$ cat src/rtl/button_press_reader.sv
// Synchronises and debounces the player's button lines, then turns each
// "all released -> any pressed" transition into one graded press event.
module button_press_reader #(
    parameter int WIDTH           = 8,
    parameter int DEBOUNCE_CYCLES = 1000000,
    parameter int CNT_W           = 20,
    parameter int IDX_W           = 3
) (
    input  logic             clk,
    input  logic             resetn,
    input  logic [WIDTH-1:0] raw_buttons,
    input  logic [WIDTH-1:0] target,
    input  logic             enable,
    output logic [WIDTH-1:0] stable_buttons,
    output logic             press_valid,
    output logic [WIDTH-1:0] press_onehot,
    output logic [IDX_W-1:0] press_index,
    output logic             multi_press,
    output logic             hit,
    output logic             miss,
    output logic             busy
);

    typedef enum logic {IDLE, HELD} state_t;

    logic [WIDTH-1:0] sync1_q, sync2_q;
    logic [WIDTH-1:0] stable_q, stable_d;
    logic [CNT_W-1:0] cnt_q [WIDTH];
    logic [CNT_W-1:0] cnt_d [WIDTH];

    state_t           state_q, state_d;
    logic             valid_q, valid_d;
    logic             hit_q, hit_d;
    logic             miss_q, miss_d;
    logic [WIDTH-1:0] onehot_q, onehot_d;
    logic [IDX_W-1:0] idx_q, idx_d;
    logic             multi_q, multi_d;

    logic [IDX_W-1:0] lowest;
    logic             many;
    logic             match;

    always_comb begin
        stable_d = stable_q;
        for (int i = 0; i < WIDTH; i++) begin
            cnt_d[i] = cnt_q[i];
            if (sync2_q[i] == stable_q[i]) begin
                cnt_d[i] = '0;
            end else if (cnt_q[i] == CNT_W'(DEBOUNCE_CYCLES - 1)) begin
                stable_d[i] = sync2_q[i];
                cnt_d[i]    = '0;
            end else begin
                cnt_d[i] = cnt_q[i] + CNT_W'(1);
            end
        end
    end

    // Scan from the top so the last assignment wins with the lowest set bit.
    always_comb begin
        lowest = '0;
        for (int i = WIDTH - 1; i >= 0; i--) begin
            if (stable_q[i]) lowest = IDX_W'(i);
        end
    end

    assign many  = |(stable_q & (stable_q - WIDTH'(1)));
    assign match = (stable_q == target) && !many;

    always_comb begin
        state_d  = state_q;
        valid_d  = 1'b0;
        hit_d    = 1'b0;
        miss_d   = 1'b0;
        onehot_d = onehot_q;
        idx_d    = idx_q;
        multi_d  = multi_q;
        unique case (state_q)
            IDLE: begin
                if (|stable_q) begin
                    state_d = HELD;
                    if (enable) begin
                        valid_d  = 1'b1;
                        onehot_d = stable_q;
                        idx_d    = lowest;
                        multi_d  = many;
                        hit_d    = match;
                        miss_d   = !match;
                    end
                end
            end
            HELD: begin
                if (stable_q == '0) state_d = IDLE;
            end
            default: state_d = IDLE;
        endcase
    end

    always_ff @(posedge clk or negedge resetn) begin
        if (!resetn) begin
            sync1_q  <= '0;
            sync2_q  <= '0;
            stable_q <= '0;
            for (int i = 0; i < WIDTH; i++) cnt_q[i] <= '0;
            state_q  <= IDLE;
            valid_q  <= 1'b0;
            hit_q    <= 1'b0;
            miss_q   <= 1'b0;
            onehot_q <= '0;
            idx_q    <= '0;
            multi_q  <= 1'b0;
        end else begin
            sync1_q  <= raw_buttons;
            sync2_q  <= sync1_q;
            stable_q <= stable_d;
            for (int i = 0; i < WIDTH; i++) cnt_q[i] <= cnt_d[i];
            state_q  <= state_d;
            valid_q  <= valid_d;
            hit_q    <= hit_d;
            miss_q   <= miss_d;
            onehot_q <= onehot_d;
            idx_q    <= idx_d;
            multi_q  <= multi_d;
        end
    end

    assign stable_buttons = stable_q;
    assign press_valid    = valid_q;
    assign press_onehot   = onehot_q;
    assign press_index    = idx_q;
    assign multi_press    = multi_q;
    assign hit            = hit_q;
    assign miss           = miss_q;
    assign busy           = (state_q == HELD);

endmodule

$ cat config.mk
export PLATFORM = sky130hd
export DESIGN_NAME = button_press_reader
export DESIGN_NICKNAME = d
export VERILOG_FILES = /design/src/rtl/button_press_reader.sv
export SDC_FILE = /design/constraint.sdc
export NUM_CORES = 1
export LEC_CHECK = 0
export CAP_MARGIN = 40
export CORE_AREA = 3 3 167 120
export CTS_CLUSTER_SIZE = 16
export DETAILED_ROUTE_END_ITERATION = 10
export DIE_AREA = 0 0 170 123
export PLACE_DENSITY = 0.67
export SETUP_SLACK_MARGIN = 0.2
export SKIP_CTS_REPAIR_TIMING = 1
export SLEW_MARGIN = 20
export SYNTH_ARGS = -nofsm -noshare
export SYNTH_HDL_FRONTEND = slang
export SYNTH_SLANG_ARGS = --single-unit
export TNS_END_PERCENT = 5
$ cat constraint.sdc
create_clock -name clk -period 3.5 [get_ports clk]
set_input_delay 0.7 -clock clk [delete_from_list [all_inputs] [get_ports clk]]
set_output_delay 0.7 -clock clk [all_outputs]
set_load 0.02 [all_outputs]
==> results of run 1 <==
==> final cells by class <==
cell class                      instances  area (um^2)  share of cell area
Inverter                               15         56.3             0.00537
Timing Repair Buffer                   48          514              0.0491
Clock inverter                         12          125              0.0119
Multi-Input combinational cell        673         4030               0.385
Sequential cell                       200         5000               0.477
Tap cell                              242          303              0.0289
Clock buffer                           20          447              0.0426
==> worst max path at each step <==
stage,to,slack (ns)
final,stable_buttons[5],0.98
after global routing,stable_buttons[6],0.90
after CTS,stable_buttons[5],0.95
after detailed placement,cnt_q[76]$_DFF_PN0_,1.18
after global placement,cnt_q[16]$_DFF_PN0_,1.25
after floorplan,miss$_DFF_PN0_,1.53
==> cell usage in the layout, fill, tap and decap left out, types with 9 or more instances in the layout <==
master,instances
clkdlybuf4s50_1,41
xor2_1,110
nand2_1,77
nand4_1,35
nor4b_1,9
nor3_1,25
nand3_1,71
nor2_1,184
inv_1,15
nor4_1,16
clkbuf_16,17
and3_1,27
dfrtp_1,200
xnor2_1,49
and4_1,9
==> layer usage <==
layer  vias to the layer above  track usage  routed length, um
met5                         -            0                  0
met4                         0       0.0410                143
met3                        13       0.0403                632
met2                        85        0.258               7580
met1                      3036        0.268               9240
li1                       3161            -                  -
==> power groups by stage <==
| stage | registers, mW | clock network (mW) | logic, mW |
|---|---|---|---|
| 2_1_floorplan | 2.41 | 0 | 0.0757 |
| 3_3_place_gp | 2.42 | 0 | 0.162 |
| 3_5_place_dp | 2.42 | 0 | 0.163 |
| 4_1_cts | 2.37 | 1.95 | 0.164 |
| 5_1_grt | 2.38 | 2.06 | 0.186 |
| 6_report | 2.37 | 1.90 | 0.161 |
==> stage by stage <==
stage	utilization	cells	hold slack [ns]
after floorplan	-	916	0.331
after global placement	0.528	1177	0.332
after detailed placement	0.528	1177	0.335
after CTS	0.559	1209	0.351
after global routing	0.560	1210	0.0831
final	0.560	1210	0.101
==> state kept, by name, indices dropped and copies added (netlist names), 3 cells and up <==
name / flops
cnt_q: 160
press_onehot: 8
sync1_q: 8
stable_buttons: 8
press_index: 3
sync2_q: 8
==> kinds of logic after synthesis <==
logic type	Yosys count
AND/OR/NAND/NOR	483
flip-flops	200
XOR/XNOR	159
buffers and inverters	43
AO/OA/AOI/OAI	16
adder cells (fa/ha/maj)	9
multiplexers	6
==> flow_summary.yaml, run 1 <==
status:
  status: "finished, final reports clean"
setup_path:
  cp_num_buf_inv: 1
  crit_required_ns: 2.80
  rr_startpoint: "cnt_q[60]$_DFF_PN0_"
  reg2reg_depth: 6
  crit_family: "buffers and inverters"
  worst_setup_path_end_kind: "output pin"
  start_kind: "flip-flop"
  crit_type: "reg2out"
  path_depth: 1
  slowest_delay_ns: 0.71
  worst_path_max_delay_cell: "clkdlybuf4s50_1"
  r2r_slack_ns: 1.23
  crit_start: "stable_buttons[5]$_DFFE_PN0P_"
  rr_endpoint: "cnt_q[76]$_DFF_PN0_"
  crit_chain: "clkdlybuf4s50_1"
  crit_path_max_fanout: 11
  cp.arrival_ns: 1.82
routing:
  routed_wirelength_um: 17600
  drt_pass1_iterations: 5
  drtIter0Drc: 517
  vias: 6295
  drc: 0
  detail_route.wl_per_cell_um: 14.5
  vias_per_cell: 5.20
  ant_nets: 0
grt:
  track_usage: 0.176
  grt_pass1_vias: 5883
  antenna_found_initial: 0
  overflow: 0
  grt_max_degree: 102
  grt_first_pass_wirelength_um: 29600
synthesis:
  synth_area_um2: 9250
  synth_compound_gate_area_share: 0.0139
  synthMostInstantiatedCell: "dfrtp_1"
  synth_top_family_by_area: "simple AND/OR/NAND/NOR gates"
  synthArstFlopShare: 1.00
  synth_area_leaders: "dfrtp_1 54%, xor2_1 10%, nor2_1 7.5%"
  ys_ff_latch: 200
  synth_top_area_frac: 0.541
  avgSynthCellArea_um2: 10.1
  synthSimpleGateAreaFrac: 0.252
  synth_cells: 916
  ys_warn_count: 0
  synth_xor_area_frac: 0.151
  synth.distinct_cells: 44
  synth_adder_area_share: 0.0119
  yosysTopAreaCell: "dfrtp_1"
  ys_seq_area_frac: 0.541
  syn_nets: 943
  synth_edf_count: 0
  ys.flop_type: "dfrtp_1"
  synth_mux_area_frac: 0.00730
  ys_top_cells_by_count: "200 x dfrtp_1, 184 x nor2_1, 110 x xor2_1, 77 x nand2_1, 71 x nand3_1"
pwr:
  p_seq_frac: 0.535
  p_per_area_nw_per_um2: 423
  p_int_mw: 3.37
  power.share.combinational: 0.036
  p_leak_nw: 4.60
  p_sw_mw: 1.07
  ir_worst_vdd_mv: 0.303
  p_clk_frac: 0.429
  p_sw_frac: 0.241
  power_mw: 4.44
sta:
  finalWorstSetupSlack_ns: 0.982
  hold_viol_final: 0
  fin_crit_ns: 2.52
  drv_slew: 0
  tightest_slew_ns: 0.795
  tns_ns: 0
  fmax_mhz: 397
  slew_headroom: 0.465
  setup_viol: 0
  skew_ns: 0.0109
  fin_crit_sh: 0.719
  rsz0062_at_grt: "no"
cts:
  cts_tree: "done"
  numCtsBuffers: 17
  clkSinkCount: 200
  clock_latency_ns: 0.43
  cts.htree.levels: 4
  root_buffer: "clkbuf_16"
  clk_pin_slew_ns: 0.07
  clockBufferDepth: 2
cells_and_area:
  antenna_cells: 0
  fin_area_um2: 10500
  filler_cell_count: 1608
  synthToLayoutAreaGrowth_pct: 13.3
  layout.nets: 982
  drive_above_1_share: 0.0589
run:
  maxCapViolations: 0
die:
  core_area_um2: 18700
  die_area_um2: 20900
  initial_core_util: 0.495
  die-height_um: 123
  pin_count: 43
  num_rows: 42
  die_w_um: 170
place:
  placed_cell_area_um2: 9880
  dpl.hpwl_um: 11900
  dp_slack_ns: 1.18
  port_buffers: 42
  gp_congestion: 0.811
min_path:
  hold_class: "in2async"
No activity file was read; power rests on OpenSTA's default activity.
==> inputs of run 2 (changes only) <==
==> constraint.sdc (replaced) <==
create_clock -name clk -period 2.6 [get_ports clk]
set_input_delay 0.52 -clock clk [delete_from_list [all_inputs] [get_ports clk]]
set_output_delay 0.52 -clock clk [all_outputs]
set_load 0.02 [all_outputs]
==> run 2 against run 1 <==
Clock power up 37%. Critical path depth up 1. Design area up 0.72%. Critical endpoint unchanged. Largest cell class unchanged. Highest routed layer unchanged.
==> flow_summary.yaml, run 2 (synthesized netlist as in run 1, its figures left out) <==
setup_path:
  worst_setup_path_end_kind: "output pin"
  crit_type: "reg2out"
  crit_path_max_fanout: 10
  cp.arrival_ns: 1.70
  start_kind: "flip-flop"
  crit_required_ns: 2.08
cts:
  clockBufferDepth: 2
  clock_latency_ns: 0.43
  clkSinkCount: 200
  cts_tree: "done"
  numCtsBuffers: 17
  cts.htree.levels: 4
  clk_pin_slew_ns: 0.07
  root_buffer: "clkbuf_16"
pwr:
  p_clk_frac: 0.434
  p_leak_nw: 4.65
  p_sw_frac: 0.227
  p_per_area_nw_per_um2: 571
  p_sw_mw: 1.37
  p_int_mw: 4.66
  ir_worst_vdd_mv: 0.394
  p_seq_frac: 0.530
  power.share.combinational: 0.036
routing:
  drtIter0Drc: 474
  drc: 0
  vias_per_cell: 5.19
  ant_nets: 0
  routed_wirelength_um: 18100
  vias: 6331
  detail_route.wl_per_cell_um: 14.8
  drt_pass1_iterations: 5
sta:
  rsz0062_at_grt: "no"
  fin_crit_ns: 2.22
  hold_viol_final: 0
  skew_ns: 0.00931
  fmax_mhz: 451
  fin_crit_sh: 0.852
  finalWorstSetupSlack_ns: 0.384
  tightest_slew_ns: 0.812
  drv_slew: 0
  slew_headroom: 0.454
  setup_viol: 0
  tns_ns: 0
cells_and_area:
  top_register: "cnt_q"
  antenna_cells: 0
  filler_cell_count: 1621
  drive_above_1_share: 0.0695
  synthToLayoutAreaGrowth_pct: 14.1
  layout.nets: 994
  largest_register_ffs: 160
  final_common_cell: "dfrtp_1"
  layout_common_cells: "200 x dfrtp_1, 184 x nor2_1, 110 x xor2_1"
die:
  initial_core_util: 0.495
  die_area_um2: 20900
  core_area_um2: 18700
  num_rows: 42
  die_w_um: 170
  pin_count: 43
  die-height_um: 123
grt:
  antenna_found_initial: 0
  grt_first_pass_wirelength_um: 30300
  track_usage: 0.182
  overflow: 0
  grt_max_degree: 64
  grt_pass1_vias: 5917
place:
  dp_slack_ns: 0.525
  dpl.hpwl_um: 12400
  gp_congestion: 0.819
  port_buffers: 42
min_path:
  hold_class: "in2async"
status:
  status: "finished, final reports clean"
run:
  maxCapViolations: 0
-- run 2: path summary, 6_finish.rpt --
kind,slack [ns],cells after the start,startpoint,end
min in group clk,0.34,0,sync1_q[6]$_DFF_PN0_,sync2_q[6]$_DFF_PN0_
max in group asynchronous,1.81,2,resetn,stable_buttons[2]$_DFFE_PN0P_
hold / removal,0.08,1,resetn,cnt_q[3]$_DFF_PN0_
hold reg to reg,0.34,0,sync1_q[6]$_DFF_PN0_,sync2_q[6]$_DFF_PN0_
setup / recovery,0.38,2,stable_buttons[5]$_DFFE_PN0P_,stable_buttons[5]
setup reg to reg,0.57,7,cnt_q[60]$_DFF_PN0_,cnt_q[72]$_DFF_PN0_
-- run 2: metrics by stage --
| stage | power, mW | cell area [um^2] | instances | hold WS (ns) | utilization |
|---|---|---|---|---|---|
| detailed placement | 3.48 | 9980 | 1190 | 0.335 | 0.534 |
| finish | 6.02 | 10600 | 1221 | 0.0773 | 0.564 |
| global placement | 3.48 | 9980 | 1190 | 0.332 | 0.534 |
| global route | 6.28 | 10600 | 1221 | 0.116 | 0.564 |
| CTS | 6.10 | 10600 | 1221 | 0.0918 | 0.564 |
| floorplan | 3.35 | 9250 | 916 | 0.224 | - |
-- run 2: critical path, cell delays in order (launching register included) --
cell and delay (ns):
dfrtp_1 0.40, buf_4 0.24, clkdlybuf4s50_1 0.64
-- run 2: area by class of cell --
| cell class | count | area [um^2] | area share |
|---|---|---|---|
| timing repair buffer | 60 | 584 | 0.0553 |
| multi-input combinational | 673 | 4030 | 0.382 |
| tap | 242 | 303 | 0.0287 |
| clock inverter | 12 | 144 | 0.0136 |
| inverter | 15 | 56.3 | 0.00533 |
| sequential | 200 | 5000 | 0.474 |
| clock buffer | 19 | 433 | 0.0410 |
-- run 2: power groups by stage --
stage / Sequential [mW] / Combinational [mW] / Clock (mW)
finish: 3.19 / 0.218 / 2.61
global route: 3.20 / 0.252 / 2.82
CTS: 3.19 / 0.228 / 2.68
detailed placement: 3.25 / 0.224 / 0
global placement: 3.25 / 0.224 / 0
floorplan: 3.24 / 0.102 / 0
-- run 2: layer usage --
metal / track usage / vias to the layer above / routed length, um
li1: - / 3174 / -
met1: 0.282 / 3053 / 9560
met2: 0.258 / 88 / 7680
met3: 0.0451 / 16 / 684
met4: 0.0431 / 0 / 198
met5: 0 / - / 0
==> inputs of run 3 (changes only) <==
--- a/config.mk
+++ b/config.mk
@@ -13,7 +13,7 @@
 export PLACE_DENSITY = 0.67
 export SETUP_SLACK_MARGIN = 0.2
 export SKIP_CTS_REPAIR_TIMING = 1
-export SLEW_MARGIN = 20
+export SLEW_MARGIN = 25
 export SYNTH_ARGS = -nofsm -noshare
 export SYNTH_HDL_FRONTEND = slang
 export SYNTH_SLANG_ARGS = --single-unit
==> results of run 3 <==
Final layout, timing and power as in run 2 (identical DEF).
